### config.mk
export PLATFORM = sky130hd
export DESIGN_NAME = uart_report_ctrl
export DESIGN_NICKNAME = d
export VERILOG_FILES = /design/src/rtl/uart_report_ctrl.sv
export SDC_FILE = /design/constraint.sdc
export NUM_CORES = 1
export LEC_CHECK = 0
export ABC_CLOCK_PERIOD_IN_PS = 3000
export CAP_MARGIN = 0
export CORE_ASPECT_RATIO = 1.4
export CORE_MARGIN = 4
export CORE_UTILIZATION = 54
export CTS_BUF_LIST = sky130_fd_sc_hd__clkbuf_4
export CTS_CLUSTER_SIZE = 28
export DETAILED_ROUTE_END_ITERATION = 12
export MAX_ROUTING_LAYER = met4
export PLACE_DENSITY_LB_ADDON = 0.1
export SYNTH_ARGS = -nofsm -noshare
export SYNTH_HDL_FRONTEND = slang
export SYNTH_SLANG_ARGS = --single-unit
### constraint.sdc
create_clock -name clk -period 3 [get_ports clk]
set_clock_uncertainty 0.1 [all_clocks]
set_input_delay 0.6 -clock clk [delete_from_list [all_inputs] [get_ports clk]]
set_output_delay 0.6 -clock clk [all_outputs]
set_load 0.05 [all_outputs]
### src/rtl/uart_report_ctrl.sv
// uart_report_ctrl: streams each sensor sample as an ASCII hex line
// (prefix, uppercase hex digits MSB first, optional CR LF) over a byte UART.
module uart_report_ctrl #(
    parameter int         DATA_W    = 16,
    parameter logic [7:0] PREFIX    = 8'h54,
    parameter bit         TERM_CRLF = 1'b1
) (
    input  logic              clk,
    input  logic              reset_n,
    input  logic              enable,
    input  logic              sample_valid,
    input  logic [DATA_W-1:0] sample_data,
    input  logic              tx_busy,
    output logic              tx_start,
    output logic [7:0]        tx_data,
    output logic              frame_busy,
    output logic              pending,
    output logic [7:0]        overrun_cnt
);

    localparam int NDIG = DATA_W / 4;
    localparam int L    = 1 + NDIG + (TERM_CRLF ? 2 : 0);
    localparam int KW   = 4;

    localparam logic [KW-1:0] K_LAST = KW'(L - 1);

    if (DATA_W < 4 || DATA_W > 32 || (DATA_W % 4) != 0) begin : g_bad_w
        $error("DATA_W must be a multiple of 4 in 4..32");
    end

    typedef enum logic [2:0] {
        IDLE,
        LOAD,
        ISSUE,
        WAIT_ACK,
        WAIT_DONE
    } state_t;

    state_t            state;
    logic [KW-1:0]     k;
    logic [DATA_W-1:0] frame_q;
    logic [DATA_W-1:0] pend_q;
    logic              accept;

    assign accept = enable & sample_valid;

    function automatic logic [7:0] hex_char(input logic [3:0] n);
        if (n < 4'd10) begin
            return 8'h30 + {4'h0, n};
        end
        return 8'h37 + {4'h0, n};
    endfunction

    function automatic logic [7:0] byte_at(
        input logic [KW-1:0]     idx,
        input logic [DATA_W-1:0] frame
    );
        logic [DATA_W-1:0] sh;
        int                ki;
        ki = int'(idx);
        sh = '0;
        if (ki == 0) begin
            return PREFIX;
        end
        if (ki <= NDIG) begin
            sh = frame >> (4 * (NDIG - ki));
            return hex_char(sh[3:0]);
        end
        if (ki == NDIG + 1) begin
            return 8'h0D;
        end
        return 8'h0A;
    endfunction

    // Frame sequencer, pending buffer and overrun counter.
    always_ff @(posedge clk) begin
        if (!reset_n) begin
            state       <= IDLE;
            k           <= '0;
            frame_q     <= '0;
            pend_q      <= '0;
            pending     <= 1'b0;
            overrun_cnt <= 8'h00;
            tx_start    <= 1'b0;
            tx_data     <= 8'h00;
            frame_busy  <= 1'b0;
        end else begin
            tx_start <= 1'b0;

            // Mid-frame samples park in the pending buffer; newest wins.
            if (accept && state != IDLE) begin
                pend_q  <= sample_data;
                pending <= 1'b1;
                if (pending && overrun_cnt != 8'hFF) begin
                    overrun_cnt <= overrun_cnt + 8'd1;
                end
            end

            unique case (state)
                IDLE: begin
                    if (accept) begin
                        // A fresh sample supersedes a waiting one.
                        frame_q    <= sample_data;
                        pending    <= 1'b0;
                        k          <= '0;
                        frame_busy <= 1'b1;
                        state      <= LOAD;
                        if (pending && overrun_cnt != 8'hFF) begin
                            overrun_cnt <= overrun_cnt + 8'd1;
                        end
                    end else if (pending) begin
                        frame_q    <= pend_q;
                        pending    <= 1'b0;
                        k          <= '0;
                        frame_busy <= 1'b1;
                        state      <= LOAD;
                    end
                end
                LOAD: begin
                    tx_data <= byte_at(k, frame_q);
                    state   <= ISSUE;
                end
                ISSUE: begin
                    if (!tx_busy) begin
                        tx_start <= 1'b1;
                        state    <= WAIT_ACK;
                    end
                end
                WAIT_ACK: begin
                    if (tx_busy) begin
                        state <= WAIT_DONE;
                    end
                end
                WAIT_DONE: begin
                    if (!tx_busy) begin
                        if (k == K_LAST) begin
                            frame_busy <= 1'b0;
                            state      <= IDLE;
                        end else begin
                            k     <= k + KW'(1);
                            state <= LOAD;
                        end
                    end
                end
                default: state <= IDLE;
            endcase
        end
    end

endmodule

==> results.cfg <==
[run_status]
status = completed

[setup_path]
crit_slowest_cell = dfxtp_1
arrival_ns = 2.70
worstPathCellList = inv_1, ha_1, mux4_2, nand2_1, ha_1, nand2_1, nand2_1, o211ai_1, and3b_1
crit_path_max_incr_delay_ns = 0.58
endpoint_kind = flop
cpMostUsedCell = nand2_1
crit_required_ns = 3.24
crit_fanout = 11
path_class = reg -> reg
worstSetupStartpointType = flop

[finish]
drive_gt1_share_pct = 7.521
diodes = 0
area_growth_pct = 18.08
post_layout_nonfiller_instances = 423
final_cell_mix = nand2_1 (64), dfxtp_1 (57), nand3_1 (41)
final_common_cell = nand2_1
fillers = 428
nets = 383

[global_route]
grt_max_degree = 40
first_global_vias = 2286
grt_pass1_wl_um = 10500
grt_antenna_before_repair = 0
grt_overflow = 0
grt.total_usage_pct = 21.80

[synth]
yosysWarnings = 0
syn-num-nets = 349
syn_avg_cell_area_sq_um = 8.681
synth_edf_count = 0
postSynthCellCount = 322
synth_seq_cells = 57
syn_area_sq_um = 2795
synth_top_flop_cell = dfxtp_1
synth_async_sr_flop_share_pct = 0
seq_area_frac_synth_pct = 40.82
synth_top_area_share_pct = 40.82
synth_cell_type_count = 53
synth.area.top_cells = dfxtp_1 (41%), nand2_1 (8.6%), nand3_1 (7.3%)
synth_top_area_cell = dfxtp_1

[die]
fp.dieW_um = 68.81
io_pins = 40
die_y_um = 93.13
row_count = 30
initial_core_util_pct = 56.84
core-area_sq_um = 4917
die_area_sq_um = 6407

[place]
gp_congestion = 0.8511
placed_cells = 409
hpwlAfterDp_um = 4348
io_buffers = 38

[timing]
worst_slew_pin_slew_ns = 0.6376
finalSetupViolCount = 0
fin_crit_ns = 2.452
setup_tns_ns = 0
slew_headroom_pct = 57.38
fmax_mhz = 407.8
report.final.slew_viol_count = 0
rsz0062_at_grt = no
finalCritPeriodShare_pct = 81.74
finalHoldViolations = 0

[cts]
clock_sinks = 57
clk-insertion-delay-late_ns = 0.39
hold_buffers = 0
cts_resized = 0
cts_tree = built
clk_pin_slew_ns = 0.09
cts_made_buffers = 9
postCtsSetupBuffers = 0
cts_buffer_depth = 2
root_buffer = clkbuf_4
htreeDepth = 3

[route]
vias = 2401
dr.pass1.iters = 5
wl_per_cell_um = 14.50
drt_wl_total_um = 6132
drt-vias-per-instance = 5.676
drtAntennaViolNets = 0
route.detailed.drc = 0
drt_iter0_drc = 160

[pwr]
power_leakage_nw = 1.351
ir_drop_v = 0.0002925
p_per_area_nw_per_um2 = 446.9

[flow_run]
cap_violations = 0

[hold_path]
hold_class = reg -> reg
-- path summary, 6_finish.rpt --
path         slack, ns               startpoint                       to  cells past startpoint
max               0.55        k[0]$_SDFFE_PN0P_  tx_data[1]$_SDFFE_PN0N_                      9
min reg2reg       0.36  tx_data[3]$_SDFFE_PN0N_  tx_data[3]$_SDFFE_PN0N_                      2
min               0.36  tx_data[3]$_SDFFE_PN0N_  tx_data[3]$_SDFFE_PN0N_                      2
max reg2reg       0.55        k[0]$_SDFFE_PN0P_  tx_data[1]$_SDFFE_PN0N_                      9
-- where the power goes --
part	internal (mW)	switching (mW)	total, mW	leakage [nW]
logic	0.0931	0.123	0.216	0.829
clock network	0.185	0.254	0.439	0.0583
registers	0.794	0.0267	0.821	0.464
-- Yosys cell counts (all sizes together), types with 2 or more instances --
library cell and instances:
nor3 2, mux4 4, and2 8, nor2 10, o211a 17, and3b 2, dfxtp 57, nor2b 5
o211ai 3, ha 6, xnor2 6, nand3 42, and4 3, nor4bb 2, xor2 3, nand4 3
nor3b 2, and3 3, nand2 64, buf 10, clkbuf 12, a21oi 8, a21boi 18, inv 4
or2 2, o21ai 7
-- worst max-delay path, delay by kind of cell (launching register included) --
| kind | cells | cell delay, ns |
|---|---|---|
| flip-flops | 1 | 0.58 |
| multiplexers | 1 | 0.38 |
| buffers and inverters | 1 | 0.15 |
| AO/OA/AOI/OAI | 1 | 0.16 |
| AND/OR/NAND/NOR | 4 | 0.38 |
| adder cells (fa/ha/maj) | 2 | 0.65 |
-- state kept, by name, summed over array words and instances (netlist names) --
signal and cells:
k 4, frame_q 16, pend_q 16, pending 1, overrun_cnt 8, frame_busy 1
tx_data 7, tx_start 1, state 3
-- per-layer routing --
layer  global-route usage [%]  share of wire [%]  vias up
met5                        -                  0        -
met1                    26.22                 42     1128
met4                    8.943                2.0        0
li1                         -                  -     1211
met2                    35.86                 52       48
met3                    3.125                3.8       14
-- final cells by class --
class	instances	area (sq um)	area share [%]
clock buffers	12	90.09	2.729
clock inverters	2	7.507	0.2274
inverters	4	15.01	0.4549
multi-input cells	239	1534	46.47
flip-flops and latches	57	1141	34.57
well taps	64	80.08	2.426
repair buffers	45	432.9	13.12
-- metrics by stage --
step / cell area [sq um] / power (mW) / setup WS [ns] / hold slack (ns) / utilization, %
after floorplan: 2795 / 0.9754 / 0.8439 / 0.3437 / -
after CTS: 3301 / 1.485 / 0.5225 / 0.3697 / 67.12
after global routing: 3301 / 1.545 / 0.3168 / 0.3935 / 67.12
final: 3301 / 1.475 / 0.5478 / 0.3650 / 67.12
after detailed placement: 3203 / 1.054 / 0.5273 / 0.3570 / 65.14
after global placement: 3203 / 1.050 / 0.5852 / 0.3422 / 65.14
-- cells by family after synthesis --
family                     share of synthesized area [%]
other                                             0.1342
and+or+nand+nor                                    27.35
DFF                                                40.82
muxes                                              3.849
xor gates and xnor gates                           2.820
adders and majority gates                          2.686
AOI/OAI and AO/OA                                  18.04
buffers and inverters                              4.297
(Power assumes the default switching activity.)
